File: config.mk
export PLATFORM = sky130hd
export DESIGN_NAME = cic_decim_ctrl
export DESIGN_NICKNAME = d
export VERILOG_FILES = /design/src/rtl/cic_decim_ctrl_pkg.sv /design/src/rtl/cic_oflow_counter.sv /design/src/rtl/cic_decim_ctrl.sv
export SDC_FILE = /design/constraint.sdc
export NUM_CORES = 1
export LEC_CHECK = 0
export BUFFER_PORTS_ARGS = -buffer_cell sky130_fd_sc_hd__buf_2
export CORE_MARGIN = 4
export CORE_UTILIZATION = 50
export CTS_BUF_LIST = sky130_fd_sc_hd__clkbuf_16
export CTS_CLUSTER_DIAMETER = 120
export DETAILED_ROUTE_END_ITERATION = 12
export HOLD_SLACK_MARGIN = 0.02
export PLACE_DENSITY = 0.83
export SLEW_MARGIN = 20
export SYNTH_ARGS = -nofsm -noshare
export SYNTH_HDL_FRONTEND = slang
export SYNTH_SLANG_ARGS = --single-unit
File: constraint.sdc
create_clock -name i_clock -period 6.1 [get_ports i_clock]
set_clock_uncertainty 0.15 [all_clocks]
set_input_delay 1.22 -clock i_clock [delete_from_list [all_inputs] [get_ports i_clock]]
set_output_delay 1.22 -clock i_clock [all_outputs]
set_load 0.005 [all_outputs]
File: src/rtl/cic_decim_ctrl_pkg.sv
// Shared definitions for the CIC decimator control block.
// Holds the controller FSM state encoding and the bit positions of the
// per-rail overflow flags reported by the decimator.
package cic_decim_ctrl_pkg;

  typedef enum logic [1:0] {
    IDLE  = 2'd0,
    PRIME = 2'd1,
    RUN   = 2'd2
  } state_t;

  // Overflow flag vector layout: {inph_pos, inph_neg, quad_pos, quad_neg}
  localparam int unsigned OFLOW_INPH_POS = 3;
  localparam int unsigned OFLOW_INPH_NEG = 2;
  localparam int unsigned OFLOW_QUAD_POS = 1;
  localparam int unsigned OFLOW_QUAD_NEG = 0;
  localparam int unsigned OFLOW_BITS     = 4;

endpackage

File: src/rtl/cic_oflow_counter.sv
// Saturating event counter with synchronous clear.
// Ports:
//   i_clock, i_reset  clock and asynchronous active-high reset
//   i_clear           zero the count on the next edge (wins over i_event)
//   i_event           count one event this cycle
//   o_count           current count, sticks at all-ones
module cic_oflow_counter #(
  parameter int CNT_WIDTH = 16
) (
  input  logic                 i_clock,
  input  logic                 i_reset,
  input  logic                 i_clear,
  input  logic                 i_event,
  output logic [CNT_WIDTH-1:0] o_count
);

  // NOTE: sequential state uses non-blocking assignments so every register
  // samples the pre-edge values of its inputs, independent of block order.
  always_ff @(posedge i_clock or posedge i_reset) begin
    if (i_reset) begin
      o_count <= '0;
    end else if (i_clear) begin
      o_count <= '0;
    end else if (i_event && (o_count != {CNT_WIDTH{1'b1}})) begin
      o_count <= o_count + CNT_WIDTH'(1);
    end
  end

endmodule

File: src/rtl/cic_decim_ctrl.sv
// Control wrapper around a CIC decimator with compensation FIR.
// Gates upstream I/Q samples into the decimator, holds the decimator in
// soft reset while idle, suppresses the first DISCARD settling outputs after
// each enable, and counts overflow events reported by the decimator.
// Ports:
//   i_clock, i_reset           clock, asynchronous active-high reset
//   i_enable, i_clear          run level, counter/sticky clear pulse
//   i_inph/i_quad/i_valid      upstream samples, o_ready back-pressure
//   o_dec_*                    samples and soft reset toward the decimator
//   i_dec_*                    decimator outputs, ready and overflow flags
//   o_inph/o_quad/o_valid      qualified decimator outputs
//   o_state                    current FSM state
//   o_cic/fir_oflow_cnt        saturating overflow event counts
//   o_oflow_sticky             any overflow since last clear
module cic_decim_ctrl
  import cic_decim_ctrl_pkg::*;
#(
  parameter int WIDTH     = 16,
  parameter int DISCARD   = 2,
  parameter int CNT_WIDTH = 16
) (
  input  logic                  i_clock,
  input  logic                  i_reset,
  input  logic                  i_enable,
  input  logic                  i_clear,
  input  logic [WIDTH-1:0]      i_inph,
  input  logic [WIDTH-1:0]      i_quad,
  input  logic                  i_valid,
  output logic                  o_ready,
  output logic [WIDTH-1:0]      o_dec_inph,
  output logic [WIDTH-1:0]      o_dec_quad,
  output logic                  o_dec_valid,
  output logic                  o_dec_reset,
  input  logic                  i_dec_ready,
  input  logic [WIDTH-1:0]      i_dec_inph,
  input  logic [WIDTH-1:0]      i_dec_quad,
  input  logic                  i_dec_valid,
  input  logic [OFLOW_BITS-1:0] i_dec_cic_oflow,
  input  logic [OFLOW_BITS-1:0] i_dec_fir_oflow,
  output logic [WIDTH-1:0]      o_inph,
  output logic [WIDTH-1:0]      o_quad,
  output logic                  o_valid,
  output logic [1:0]            o_state,
  output logic [CNT_WIDTH-1:0]  o_cic_oflow_cnt,
  output logic [CNT_WIDTH-1:0]  o_fir_oflow_cnt,
  output logic                  o_oflow_sticky
);

  // Discard counter only has to reach DISCARD-1 before PRIME is left.
  localparam int DW = (DISCARD > 1) ? $clog2(DISCARD) : 1;
  localparam logic [DW-1:0] LAST_DISCARD = DW'((DISCARD > 0) ? DISCARD - 1 : 0);

  state_t        state_q;
  state_t        state_next;
  logic [DW-1:0] discard_cnt;
  logic          cic_event;
  logic          fir_event;

  // NOTE: every signal driven here gets a default first, so no path through
  // the case statement can leave it unassigned and infer a latch.
  always_comb begin
    state_next = state_q;
    case (state_q)
      IDLE: begin
        if (i_enable) state_next = (DISCARD == 0) ? RUN : PRIME;
      end
      PRIME: begin
        if (!i_enable) begin
          state_next = IDLE;
        end else if (i_dec_valid && (discard_cnt == LAST_DISCARD)) begin
          state_next = RUN;
        end
      end
      RUN: begin
        if (!i_enable) state_next = IDLE;
      end
      default: state_next = IDLE;
    endcase
  end

  always_ff @(posedge i_clock or posedge i_reset) begin
    if (i_reset) begin
      state_q     <= IDLE;
      o_dec_reset <= 1'b1;
    end else begin
      state_q     <= state_next;
      // Registered from the next state so it tracks IDLE cycle-for-cycle.
      o_dec_reset <= (state_next == IDLE);
    end
  end

  always_ff @(posedge i_clock or posedge i_reset) begin
    if (i_reset) begin
      discard_cnt <= '0;
    end else if ((state_q != PRIME) && (state_next == PRIME)) begin
      discard_cnt <= '0;
    end else if ((state_q == PRIME) && i_dec_valid) begin
      discard_cnt <= discard_cnt + DW'(1);
    end
  end

  assign o_ready = i_dec_ready && (state_q != IDLE);
  assign o_state = state_q;

  // Upstream -> decimator: one-cycle registered copy of accepted samples.
  // A sample accepted on the cycle enable drops still issues afterwards.
  always_ff @(posedge i_clock or posedge i_reset) begin
    if (i_reset) begin
      o_dec_valid <= 1'b0;
      o_dec_inph  <= '0;
      o_dec_quad  <= '0;
    end else begin
      o_dec_valid <= i_valid && o_ready;
      if (i_valid && o_ready) begin
        o_dec_inph <= i_inph;
        o_dec_quad <= i_quad;
      end
    end
  end

  // Decimator -> downstream: only outputs seen in RUN are qualified.
  always_ff @(posedge i_clock or posedge i_reset) begin
    if (i_reset) begin
      o_valid <= 1'b0;
      o_inph  <= '0;
      o_quad  <= '0;
    end else begin
      o_valid <= i_dec_valid && (state_q == RUN);
      if (i_dec_valid && (state_q == RUN)) begin
        o_inph <= i_dec_inph;
        o_quad <= i_dec_quad;
      end
    end
  end

  // One event per strobed cycle regardless of how many rails overflowed.
  assign cic_event = i_dec_valid && (|i_dec_cic_oflow);
  assign fir_event = i_dec_valid && (|i_dec_fir_oflow);

  cic_oflow_counter #(.CNT_WIDTH(CNT_WIDTH)) u_cic_cnt (
    .i_clock (i_clock),
    .i_reset (i_reset),
    .i_clear (i_clear),
    .i_event (cic_event),
    .o_count (o_cic_oflow_cnt)
  );

  cic_oflow_counter #(.CNT_WIDTH(CNT_WIDTH)) u_fir_cnt (
    .i_clock (i_clock),
    .i_reset (i_reset),
    .i_clear (i_clear),
    .i_event (fir_event),
    .o_count (o_fir_oflow_cnt)
  );

  always_ff @(posedge i_clock or posedge i_reset) begin
    if (i_reset) begin
      o_oflow_sticky <= 1'b0;
    end else if (i_clear) begin
      o_oflow_sticky <= 1'b0;
    end else if (cic_event || fir_event) begin
      o_oflow_sticky <= 1'b1;
    end
  end

endmodule

## After elaboration in Yosys (flattened, before gate mapping)

Cells that the tools add are included.

- Flip-flop bits (word level): 103
- Output and inout bits: 103

- Add/subtract/negate cells: 3
- Equality and inequality tests: 6
- Muxes and demuxes: 13
- Reduce and logical (&&, ||, !) cells: 20

Operator list:

| operator | number |
|---|---|
| $mux W16 | 4 |
| $add A16 B1 Y16 const B | 2 |
| $ne A16 B16 Y1 const B | 2 |
| $logic_and A1 B1 Y1 | 10 |
| $reduce_bool A2 Y1 | 5 |
| $mux W2 | 4 |
| $reduce_or A4 Y1 | 2 |
| $pmux W2 S3 | 1 |
| $eq A2 B1 Y1 const B | 2 |
| $logic_not A2 Y1 | 2 |
| $mux W1 | 4 |
| $eq A2 B2 Y1 const B | 1 |
| $ne A2 B1 Y1 const B | 1 |
| $add A1 B1 Y1 const B | 1 |
| $logic_or A1 B1 Y1 | 1 |

## Depth between registers and ports, before layout

- Word-level depth: 7
- Gate-level depth with buffers: 6

## Cells and area by module

A second synthesis with hierarchy kept.

- Cells, all modules: 368
- Area total of the unflattened synthesis: 4703.3 um^2

By module, submodules not included:

| module | times used | cells each | area an instance (um^2) |
|---|---|---|---|
| cic_decim_ctrl | 1 | 166 | 2839.0 |
| cic_oflow_counter | 2 | 101 | 932.1 |

## Worst setup path before layout

No wires, ideal clock.

- Kind: input -> output
- Start: in i_dec_ready
- End: out o_ready
- Arrival time: 1.344 ns
- Data required time: 4.730 ns
- Setup slack: 3.386 ns
- Cell stages on the path: 1
- Path through: o21a_1

- Cells in the longest elaborated chain, start to end: 1

Ends and longest elaborated chain:

| what | RTL line | RTL |
|---|---|---|
| start: declaration | cic_decim_ctrl.sv:34 | `input logic i_dec_ready,` |
| $logic_and A1 B1 Y1 | cic_decim_ctrl.sv:102 | `assign o_ready = i_dec_ready && (state_q != IDLE);` |
| end: declaration | cic_decim_ctrl.sv:29 | `output logic o_ready,` |

Every way passes these cells.

## Worst setup path in the final report

- Start: in i_dec_ready
- End: reg o_dec_inph[3]

- Cells in the longest elaborated chain, start to end: 2

Ends and longest elaborated chain:

| what | RTL line | RTL |
|---|---|---|
| $logic_and A1 B1 Y1 | cic_decim_ctrl.sv:102 |  |
| $logic_and A1 B1 Y1 | cic_decim_ctrl.sv:114 | `if (i_valid && o_ready) begin` |
| end signal: assignment | cic_decim_ctrl.sv:115 | `o_dec_inph <= i_inph;` |
| end: declaration | cic_decim_ctrl.sv:30 | `output logic [WIDTH-1:0] o_dec_inph,` |

Every way passes these cells.
A chain may end at the register's enable or synchronous reset.

==> results.ini <==
[place]
gp_congestion = 0.816
dpl_cell_area_mm2 = 0.00537
port_buffers = 181
dp_hpwl_mm = 8.27

[clock_network]
cts.clk_slew.worst_paths_ps = 70
post_cts_buffers = 0
ctsHtreeMaxLevel = 3
ctsHoldBuffers = 0
cts_tree = yes
clock-sinks = 103
numCtsBuffers = 9
cts.repair.resized = 0
clk_path_buf_depth = 2
clk_latency_ps = 330
cts_root_buffer = clkbuf_16

[critical_path]
ff2ff_path_depth = 5
startpoint = i_dec_ready
endpoint_kind = flip-flop
path_buf_inv = 2
arrival_ps = 3200
crit_slowest_cell = nand2_1
cp_max_fo = 33
worstPathCellList = buf_2, o21a_1, nand2_1, inv_1, nand2_1, nand2_1
timing.critical_path.mode_cell = nand2_1
cp_data_required_time_ps = 6170
worstSetupPathType = primary input to flip-flop
path_delay_family = simple AND/OR/NAND/NOR gates
regToRegEndpoint = o_dec_inph[3]
cpPeakStageDelay_ps = 730
cp-start-kind = primary input
path_depth = 6
worst_r2r_startpoint = o_state[1]
rrSetupSlack_ps = 3370

[pwr]
p_seq_share_pct = 50.7
power.density_mw_per_mm2 = 306
p_clk_share_pct = 30.8
peakVddDrop_mv = 0.167
combPwrFrac_pct = 18.5
p_sw_w = 0.000492
internal-power_w = 0.00124
switching_share_pct = 28.4
p_leak_nw = 3.10

[drt]
drtPass1Iterations = 4
post-route-drc-count = 0
wl_per_cell_um = 14.6
ant_nets = 0
drt_iter0_drc = 197
via_count = 3896
routed_wl_mm = 11.1
via_per_inst = 5.13

[sta]
fmax_mhz = 319
fin_crit_ps = 3140
setup_violations = 0
tns_ps = 0
hold_viol = 0
worst_pin_slew_ps = 1000
rsz0062_at_grt = false
fin_crit_sh_pct = 51.4
slew_headroom_pct = 32.9
slew_violations = 0

[floorplan]
die-area_mm2 = 0.0103
start_util_pct = 52.4
die_w_um = 102
row_count = 33
core_area_mm2 = 0.00834
pin_count = 182
die_h_um = 102

[synth]
synth_area_per_cell_um2 = 9.24
synth_flop_cell = dfrtp_1
synth_cells = 473
synth_edf_count = 0
synth_area_mm2 = 0.00437
synth.top_cell.area_share_pct = 58.4
ys_seq_elements = 103
synth_nets = 554
synth_top_area_cell = dfrtp_1
yosysWarningCount = 0
ys_seq_area_share_pct = 59.0
ys_types = 41
async_reset_ff_share_pct = 100
synthTopCellsByArea = dfrtp_1, nand2_1, xnor2_1

[finish]
fin_area_mm2 = 0.00565
nFillCells = 650
syn_to_final_growth_pct = 29.3
antenna_cells = 0
drive_gt1_share_pct = 32.2
fin_nets = 731

[worst_hold_path]
hp-class = flip-flop to flip-flop
holdPathStages = 2
worstHoldStart = o_quad[1]
hold_path_end = o_quad[1]

[outcome]
status = finished clean

[global_routing]
grt_pass1_wl_mm = 17.8
antenna_found_initial = 0
grt_max_degree = 54
grt_pass1_vias = 3720
grt_usage_pct = 21.7
grt.overflow.total = 0

[job]
maxCapViolations = 0

-- registers in the layout, summed over array words and instances, names as in the netlist --
register           count
o_dec_quad            16
o_inph                16
o_dec_valid            1
o_dec_inph            16
o_quad                16
u_fir_cnt.o_count     16
discard_cnt            1
o_dec_reset            1
u_cic_cnt.o_count     16
o_state                2
o_valid                1
o_oflow_sticky         1
-- layout make-up --
type | count | area (µm²) | area share, %
clock inverter | 7 | 55.1 | 0.974
sequential | 103 | 2580 | 45.6
inverter | 8 | 32.5 | 0.575
tap | 105 | 131 | 2.32
timing repair buffer | 184 | 928 | 16.4
multi-input combinational | 344 | 1700 | 30.1
clock buffer | 9 | 225 | 3.98
-- worst reg2reg max path, delay by kind of cell, from the launching register on --
kind | cells | cell delay [ps]
AO/OA/AOI/OAI | 1 | 240
buffers and inverters | 1 | 720
flip-flops | 1 | 470
AND/OR/NAND/NOR | 3 | 1050
-- layout by cell type (no fill, tap or decap), drive strengths merged, types with 2 or more instances in the layout --
cell	count
or4	3
nand2	206
nor2	35
nor3	6
clkinv	3
clkbuf	9
nor4b	2
xnor2	28
a21oi	7
nor3b	3
and4	3
a2111oi	3
nand3b	2
a311oi	3
and3	4
nand4	4
dfrtp	102
inv	11
ha	2
o41ai	2
nand3	8
buf	184
o21ai	3
nor4	9
-- power by group through the flow --
stage | registers (W) | clock network (W) | logic, W
2_1_floorplan | 0.000895 | 0 | 0.000122
3_3_place_gp | 0.000885 | 0 | 0.000313
3_5_place_dp | 0.000886 | 0 | 0.000329
4_1_cts | 0.000878 | 0.000546 | 0.000328
5_1_grt | 0.000893 | 0.000576 | 0.000365
6_report | 0.000879 | 0.000533 | 0.000320
-- cell usage after synthesis, types with 2 or more instances --
| library cell | n |
|---|---|
| nand2_1 | 205 |
| nor4_1 | 7 |
| nand3b_1 | 2 |
| buf_1 | 4 |
| o41ai_1 | 2 |
| nor3b_1 | 2 |
| xnor2_1 | 28 |
| or4_1 | 2 |
| nor4_2 | 2 |
| nand3_1 | 8 |
| dfrtp_1 | 102 |
| nor4b_1 | 2 |
| ha_1 | 2 |
| and4_1 | 3 |
| clkbuf_1 | 13 |
| and3_1 | 4 |
| o21ai_0 | 3 |
| nor3_1 | 6 |
| nand4_1 | 4 |
| a311oi_1 | 3 |
| a21oi_1 | 7 |
| inv_1 | 8 |
| a2111oi_0 | 2 |
| nor2_1 | 35 |
-- through the flow --
stage	utilization [%]	hold WS [ps]	total power, W	instances	worst slack, ps
2_1_floorplan	-	320	0.00102	473	2030
3_3_place_gp	64.4	303	0.00120	744	2700
3_5_place_dp	64.4	307	0.00122	744	2600
4_1_cts	67.8	324	0.00175	760	2960
5_1_grt	67.8	337	0.00183	760	2710
6_report	67.8	320	0.00173	760	2960
-- how the worst max path moves through the flow --
stage | endpoint | slack (ps)
floorplan | discard_cnt | 2030
global placement | o_dec_inph[1] | 2700
detailed placement | o_dec_inph[3] | 2600
CTS | o_dec_inph[3] | 2960
global route | o_dec_quad[8] | 2710
finish | o_dec_inph[3] | 2960
-- cells by family after synthesis --
| logic type | count (synthesis) | synth area share [%] |
|---|---|---|
| adders and majority gates | 2 | 0.572 |
| and+or+nand+nor | 290 | 28.4 |
| muxes | 1 | 0.229 |
| AOI/OAI and AO/OA | 23 | 3.92 |
| DFF | 103 | 59.0 |
| xor gates and xnor gates | 28 | 5.61 |
| buffers and inverters | 26 | 2.26 |
-- routing by layer --
layer	part of all wire, %	wire length, µm	up-vias	track usage, %
li1	-	-	1877	-
met1	41	4540	1841	28.5
met2	49	5400	164	34.5
met3	9.0	1000	14	6.06
met4	1.5	164	0	8.08
met5	0	0	-	0
Note: power is estimated with default switching activity, not from simulation.
